`src/rtl/apb_reg_bank.sv`:
```
// APB4 completer with NUM_REGS read/write registers, byte strobes and a
// configurable number of wait states; out-of-range or misaligned accesses flag PSLVERR.
module apb_reg_bank #(
    parameter int unsigned             ADDR_WIDTH  = 8,
    parameter int unsigned             DATA_WIDTH  = 32,
    parameter int unsigned             NUM_REGS    = 4,
    parameter int unsigned             WAIT_STATES = 0,
    parameter logic [DATA_WIDTH-1:0]   RESET_VALUE = '0
) (
    input  logic                           PCLK,
    input  logic                           PRESETn,
    input  logic [ADDR_WIDTH-1:0]          PADDR,
    input  logic                           PSEL,
    input  logic                           PENABLE,
    input  logic                           PWRITE,
    input  logic [DATA_WIDTH-1:0]          PWDATA,
    input  logic [DATA_WIDTH/8-1:0]        PSTRB,
    output logic                           PREADY,
    output logic [DATA_WIDTH-1:0]          PRDATA,
    output logic                           PSLVERR,
    output logic [NUM_REGS*DATA_WIDTH-1:0] reg_q
);

    localparam int unsigned BYTES = DATA_WIDTH / 8;
    localparam int unsigned LSB   = $clog2(BYTES);
    localparam int unsigned IDX_W = ADDR_WIDTH - LSB;
    localparam logic [3:0]  WS4   = 4'(WAIT_STATES);

    logic [DATA_WIDTH-1:0] r_regs [NUM_REGS];
    logic [3:0]            r_wcnt;

    logic [IDX_W-1:0]      w_idx;
    logic                  w_misalign;
    logic                  w_oob;
    logic                  w_err;
    logic                  w_acc;
    logic                  w_ready;
    logic                  w_wr_en;
    logic [DATA_WIDTH-1:0] w_rd_mux;

    assign w_idx = PADDR[ADDR_WIDTH-1:LSB];

    // Byte-wide buses have no sub-word address bits to check.
    generate
        if (LSB > 0) begin : g_align
            assign w_misalign = |PADDR[LSB-1:0];
        end else begin : g_noalign
            assign w_misalign = 1'b0;
        end
    endgenerate

    assign w_oob   = (32'(w_idx) >= NUM_REGS);
    assign w_err   = w_misalign || w_oob;
    assign w_acc   = PSEL && PENABLE;
    // Gated by PRESETn so the bus outputs read as idle while reset is held.
    assign w_ready = PRESETn && w_acc && (r_wcnt == WS4);
    assign w_wr_en = w_ready && PWRITE && !w_err;

    always_comb begin
        w_rd_mux = '0;
        for (int unsigned i = 0; i < NUM_REGS; i++) begin
            if (w_idx == IDX_W'(i)) begin
                w_rd_mux = r_regs[i];
            end
        end
    end

    always_comb begin
        PREADY  = w_ready;
        PSLVERR = w_ready && w_err;
        PRDATA  = (w_ready && !PWRITE && !w_err) ? w_rd_mux : '0;
        for (int unsigned i = 0; i < NUM_REGS; i++) begin
            reg_q[i*DATA_WIDTH +: DATA_WIDTH] = r_regs[i];
        end
    end

    always_ff @(posedge PCLK or negedge PRESETn) begin
        if (!PRESETn) begin
            r_wcnt <= '0;
        end else if (w_acc && (r_wcnt != WS4)) begin
            r_wcnt <= r_wcnt + 4'd1;
        end else begin
            r_wcnt <= '0;
        end
    end

    always_ff @(posedge PCLK or negedge PRESETn) begin
        if (!PRESETn) begin
            for (int unsigned i = 0; i < NUM_REGS; i++) begin
                r_regs[i] <= RESET_VALUE;
            end
        end else if (w_wr_en) begin
            for (int unsigned i = 0; i < NUM_REGS; i++) begin
                if (w_idx == IDX_W'(i)) begin
                    for (int unsigned b = 0; b < BYTES; b++) begin
                        if (PSTRB[b]) begin
                            r_regs[i][8*b +: 8] <= PWDATA[8*b +: 8];
                        end
                    end
                end
            end
        end
    end

endmodule
```
`config.mk`:
```
export PLATFORM = sky130hd
export DESIGN_NAME = apb_reg_bank
export DESIGN_NICKNAME = d
export VERILOG_FILES = /design/src/rtl/apb_reg_bank.sv
export SDC_FILE = /design/constraint.sdc
export NUM_CORES = 1
export LEC_CHECK = 0
export CORE_MARGIN = 5
export CORE_UTILIZATION = 42
export CTS_CLUSTER_SIZE = 30
export DETAILED_ROUTE_END_ITERATION = 6
export GPL_TIMING_DRIVEN = 0
export PLACE_DENSITY = 0.85
export SYNTH_ARGS = -nofsm -noshare
export SYNTH_HDL_FRONTEND = slang
export SYNTH_SLANG_ARGS = --single-unit
```
`constraint.sdc`:
```
create_clock -name PCLK -period 2.1 [get_ports PCLK]
set_input_delay 0.21 -clock PCLK [delete_from_list [all_inputs] [get_ports PCLK]]
set_output_delay 0.21 -clock PCLK [all_outputs]
set_load 0.02 [all_outputs]
```
==> results.md <==
- sky130_fd_sc_hd__clkdlybuf4s50_1 — most frequent standard cell in the layout excluding fill and tap cells
- 22.3 um — Avg WL per Cell
- 96 — number of endpoints failing setup at the final stage
- 769 — number of nets in the finished design
- -0.377 ns — crit path setup slack, layout
- 163 — drt initial violations
- 0.00514 ns — Layout Skew
- 6370 um^2 — Netlist Area Pre-Place
- 45 — site row count
- 1.89 ns — Required @ worst endpoint
- 5603 — via count of the first global-routing pass
- sky130_fd_sc_hd__clkdlybuf4s50_1, sky130_fd_sc_hd__dfrtp_1, sky130_fd_sc_hd__mux2_2 — highest-count cells in the layout ignoring fill and taps
- 1021 — number of fill cells in the layout
- 14100 um — DP HPWL
- 0.404 GHz — Max Clk Rate
- 1 — initial antenna violation count
- 0.813 — final weighted congestion in routability-driven placement
- 462 — number of cells produced by synthesis
- 0 — number of warnings printed during yosys synthesis
- 13.8 um^2 — per-instance average area after synthesis
- 4980 — via count
- 132 — Sinks on Clock Net
- 17700 um^2 — area enclosed by the die boundary
- 68.1% — final core area utilization
- 51.8% — part of the Yosys area used for sequential elements
- 919 — Final Instance Count excl. Fillers
- 4 — number of search-and-repair iterations in the first detailed-routing pass
- 2.48 ns — time the worst path needs with I/O delays and setup
- 9090 um^2 — total placed instance area
- 6.03 mW — Power Total
- 42.4% — starting utilization of the core area
- 40.3% — relative slew slack
- finished, violations left — status
- output pin — element type at the critical path end
- 4.59 nW — leakage power of the design
- -1.41 ns — worst setup timing slack at the placement stage
- 211 — count of pins on the block boundary
- 31800 um — global-route wire length before repair
- 15000 um^2 — core footprint
- multiplexers — main combinational cell family by area after synthesis
- 493 uV — maximum VDD drop
- sky130_fd_sc_hd__clkbuf_16 — Root Buffer Master
- 513 — total nets after synthesis
- 5.42 — detail-routed via count per cell
- 60.5% — area grow syn2layout
- 0.42 ns — source-to-sink clock delay at the later pin of the worst-skew pair
- 0 — Final Hold Vio Count
- 118% — post-route fraction of the period consumed by the critical path
- 133 um — Die Y-Extent
- 208 — port buffer count
- 2 — buffer depth of the longest clock path
- 0 — count of inserted antenna diode cells
- setup timing — violated checks
- sky130_fd_sc_hd__dfrtp_1, sky130_fd_sc_hd__mux2_2, sky130_fd_sc_hd__a211oi_1 — Area contributors post-synth
- input port to asynchronous set/reset pin — Tightest Hold Check Type
- 0 — number of remaining DRC errors
- 3340 um^2 — area of combinational cells with multiple inputs
- 10200 um^2 — final instance area
- 0.896 ns — worst slew pin tran
- sky130_fd_sc_hd__dfrtp_1 — Synth area leader
- 4 — level count of the clock H-tree
- 7.52% — post-synthesis compound-gate area fraction
- 6 — maximum fanout count along the critical path
- flop to output pin — critical path start-end classification
- flop — CP Launch Type
- 17 — TritonCTS buffer count
- 27.8% — portion of netlist area occupied by mux cells
- 37 — Synth cell types
- 2.27 ns — data arrival time of the worst path
- 3300 um^2 — register cell area after layout
- 10.4% — basic-gate share of the synthesized area counting and, or, nand and nor cells
- 38.9% — ratio of cells with drive above 1 in the final layout
- 59 — maximum number of pins on one net before global-route repair
- 0.137% — share of the synthesized netlist area taken by xor and xnor gates
- 0 — max-slew violation count
- 0.393% — share of synthesized cell area in full adder, half adder and majority cells
- 0 — number of max-capacitance violations reported
- 10 — worst reg-to-reg path cell count
- 133 um — chip width
- 23.2% — total global routing track utilization
- 0 — count of antenna-violating nets left after detailed routing
- 859 — dpl cells
- 20500 um — WL final
- 0.06 ns — clock slew at reported path FFs
- 132 — number of synthesized register bits
- 589 nW/um^2 — Power per Cell Area
- 51.8% — top cell type's share of synthesized area
- true — setup repair after global routing missed its margin
- built — TritonCTS clock tree
- 0 — Remaining Overflow, GRT
## flip-flops by register name (all words and copies together) (netlist names)
signal	count
reg_q	128
r_wcnt	4
## area by class of cell
type                       count  area share [%]
tap                          188            2.30
inverter                       3           0.110
clock inverter                 9            1.24
multi-input combinational    302            32.7
buffer                        25            1.85
clock buffer                  23            4.67
sequential                   132            32.3
timing repair buffer         237            24.9
## cells in the mapped netlist
cell type	number
sky130_fd_sc_hd__mux2_1	6
sky130_fd_sc_hd__nor3b_2	2
sky130_fd_sc_hd__nor3_4	4
sky130_fd_sc_hd__and4b_1	1
sky130_fd_sc_hd__nor2b_1	33
sky130_fd_sc_hd__nor3b_1	2
sky130_fd_sc_hd__and2_1	1
sky130_fd_sc_hd__a21oi_1	1
sky130_fd_sc_hd__xor2_1	1
sky130_fd_sc_hd__nand2_1	7
sky130_fd_sc_hd__inv_1	3
sky130_fd_sc_hd__nand4b_4	1
sky130_fd_sc_hd__nor2_1	2
sky130_fd_sc_hd__nand3_4	4
sky130_fd_sc_hd__dfrtp_1	132
sky130_fd_sc_hd__and3_1	2
sky130_fd_sc_hd__mux2_2	122
sky130_fd_sc_hd__buf_4	1
sky130_fd_sc_hd__mux2i_1	31
sky130_fd_sc_hd__nand3b_1	1
sky130_fd_sc_hd__nand3_1	1
sky130_fd_sc_hd__nor2_4	3
sky130_fd_sc_hd__buf_1	2
sky130_fd_sc_hd__o31a_1	1
sky130_fd_sc_hd__nand4_2	1
sky130_fd_sc_hd__a211oi_1	62
sky130_fd_sc_hd__nand4_4	4
sky130_fd_sc_hd__clkbuf_1	17
sky130_fd_sc_hd__and2_0	1
sky130_fd_sc_hd__ha_1	2
sky130_fd_sc_hd__buf_2	4
sky130_fd_sc_hd__nor3_1	1
sky130_fd_sc_hd__nor4_4	1
sky130_fd_sc_hd__buf_6	1
sky130_fd_sc_hd__nor2_2	1
sky130_fd_sc_hd__mux4_2	1
sky130_fd_sc_hd__nand2b_1	2
## path summary, 6_finish.rpt
path                                         from                     end  slack (ns)
setup / recovery              r_wcnt[1]$_DFF_PN0_              PRDATA[19]       -0.38
hold / removal                            PRESETn   reg_q[16]$_DFFE_PN0P_        0.44
setup reg to reg              r_wcnt[1]$_DFF_PN0_   reg_q[59]$_DFFE_PN0P_       -0.14
hold reg to reg            reg_q[118]$_DFFE_PN0P_  reg_q[118]$_DFFE_PN0P_        0.52
max in group asynchronous                 PRESETn    reg_q[0]$_DFFE_PN0P_        1.23
min in group PCLK                        PADDR[2]   reg_q[29]$_DFFE_PN0P_        0.47
## kinds of logic (layout without fill, tap and decap cells)
kind of cell    count (synthesis)  count (layout)
compound gates                 64              64
xor+xnor                        1               1
fa+ha+maj                       2               2
buf+inv                        28             297
flops                         132             132
mux                           160             160
simple gates                   75              75
## metal layers
| metal | GRT usage [%] | routed length [um] |
|---|---|---|
| met1 | 28.5 | 8440 |
| met2 | 39.4 | 10400 |
| met3 | 6.12 | 1190 |
| met4 | 8.63 | 475 |
| met5 | 0 | 13 |
## report_power, final
| part | leakage [nW] | switching [mW] | internal, mW |
|---|---|---|---|
| logic | 2.45 | 0.256 | 0.192 |
| clock network | 0.297 | 1.06 | 1.95 |
| registers | 1.84 | 0.00854 | 2.56 |
| total | 4.59 | 1.33 | 4.70 |
## critical path, cell delays in order, from the launching register on
cell	delay, ns
sky130_fd_sc_hd__dfrtp_1	0.40
sky130_fd_sc_hd__inv_2	0.08
sky130_fd_sc_hd__ha_4	0.13
sky130_fd_sc_hd__nor3b_4	0.20
sky130_fd_sc_hd__and4b_1	0.27
sky130_fd_sc_hd__buf_12	0.12
sky130_fd_sc_hd__nand2_8	0.08
sky130_fd_sc_hd__clkbuf_8	0.21
sky130_fd_sc_hd__a211oi_4	0.18
sky130_fd_sc_hd__buf_4	0.18
## what timing repair did
| action | in CTS | in global routing |
|---|---|---|
| cloned | 3 | 0 |
| pin swaps | 13 | 3 |
| endpoints found under the setup margin | 162 | 147 |
| gates resized for setup | 210 | 17 |
| hold buffers | 7 | 0 |
| buffers inserted | 15 | 4 |
| endpoints found under the hold margin | 60 | 0 |
## stage by stage
| stage | setup TNS (ns) | hold WS [ns] |
|---|---|---|
| after CTS | -12.54 | 0.428 |
| after detailed placement | -114.34 | 0.213 |
| final | -15.95 | 0.438 |
| after floorplan | -0.750 | -0.0856 |
| after global placement | -1300.00 | 0.477 |
| after global routing | -24.62 | 0.451 |
(Power assumes the default switching activity.)
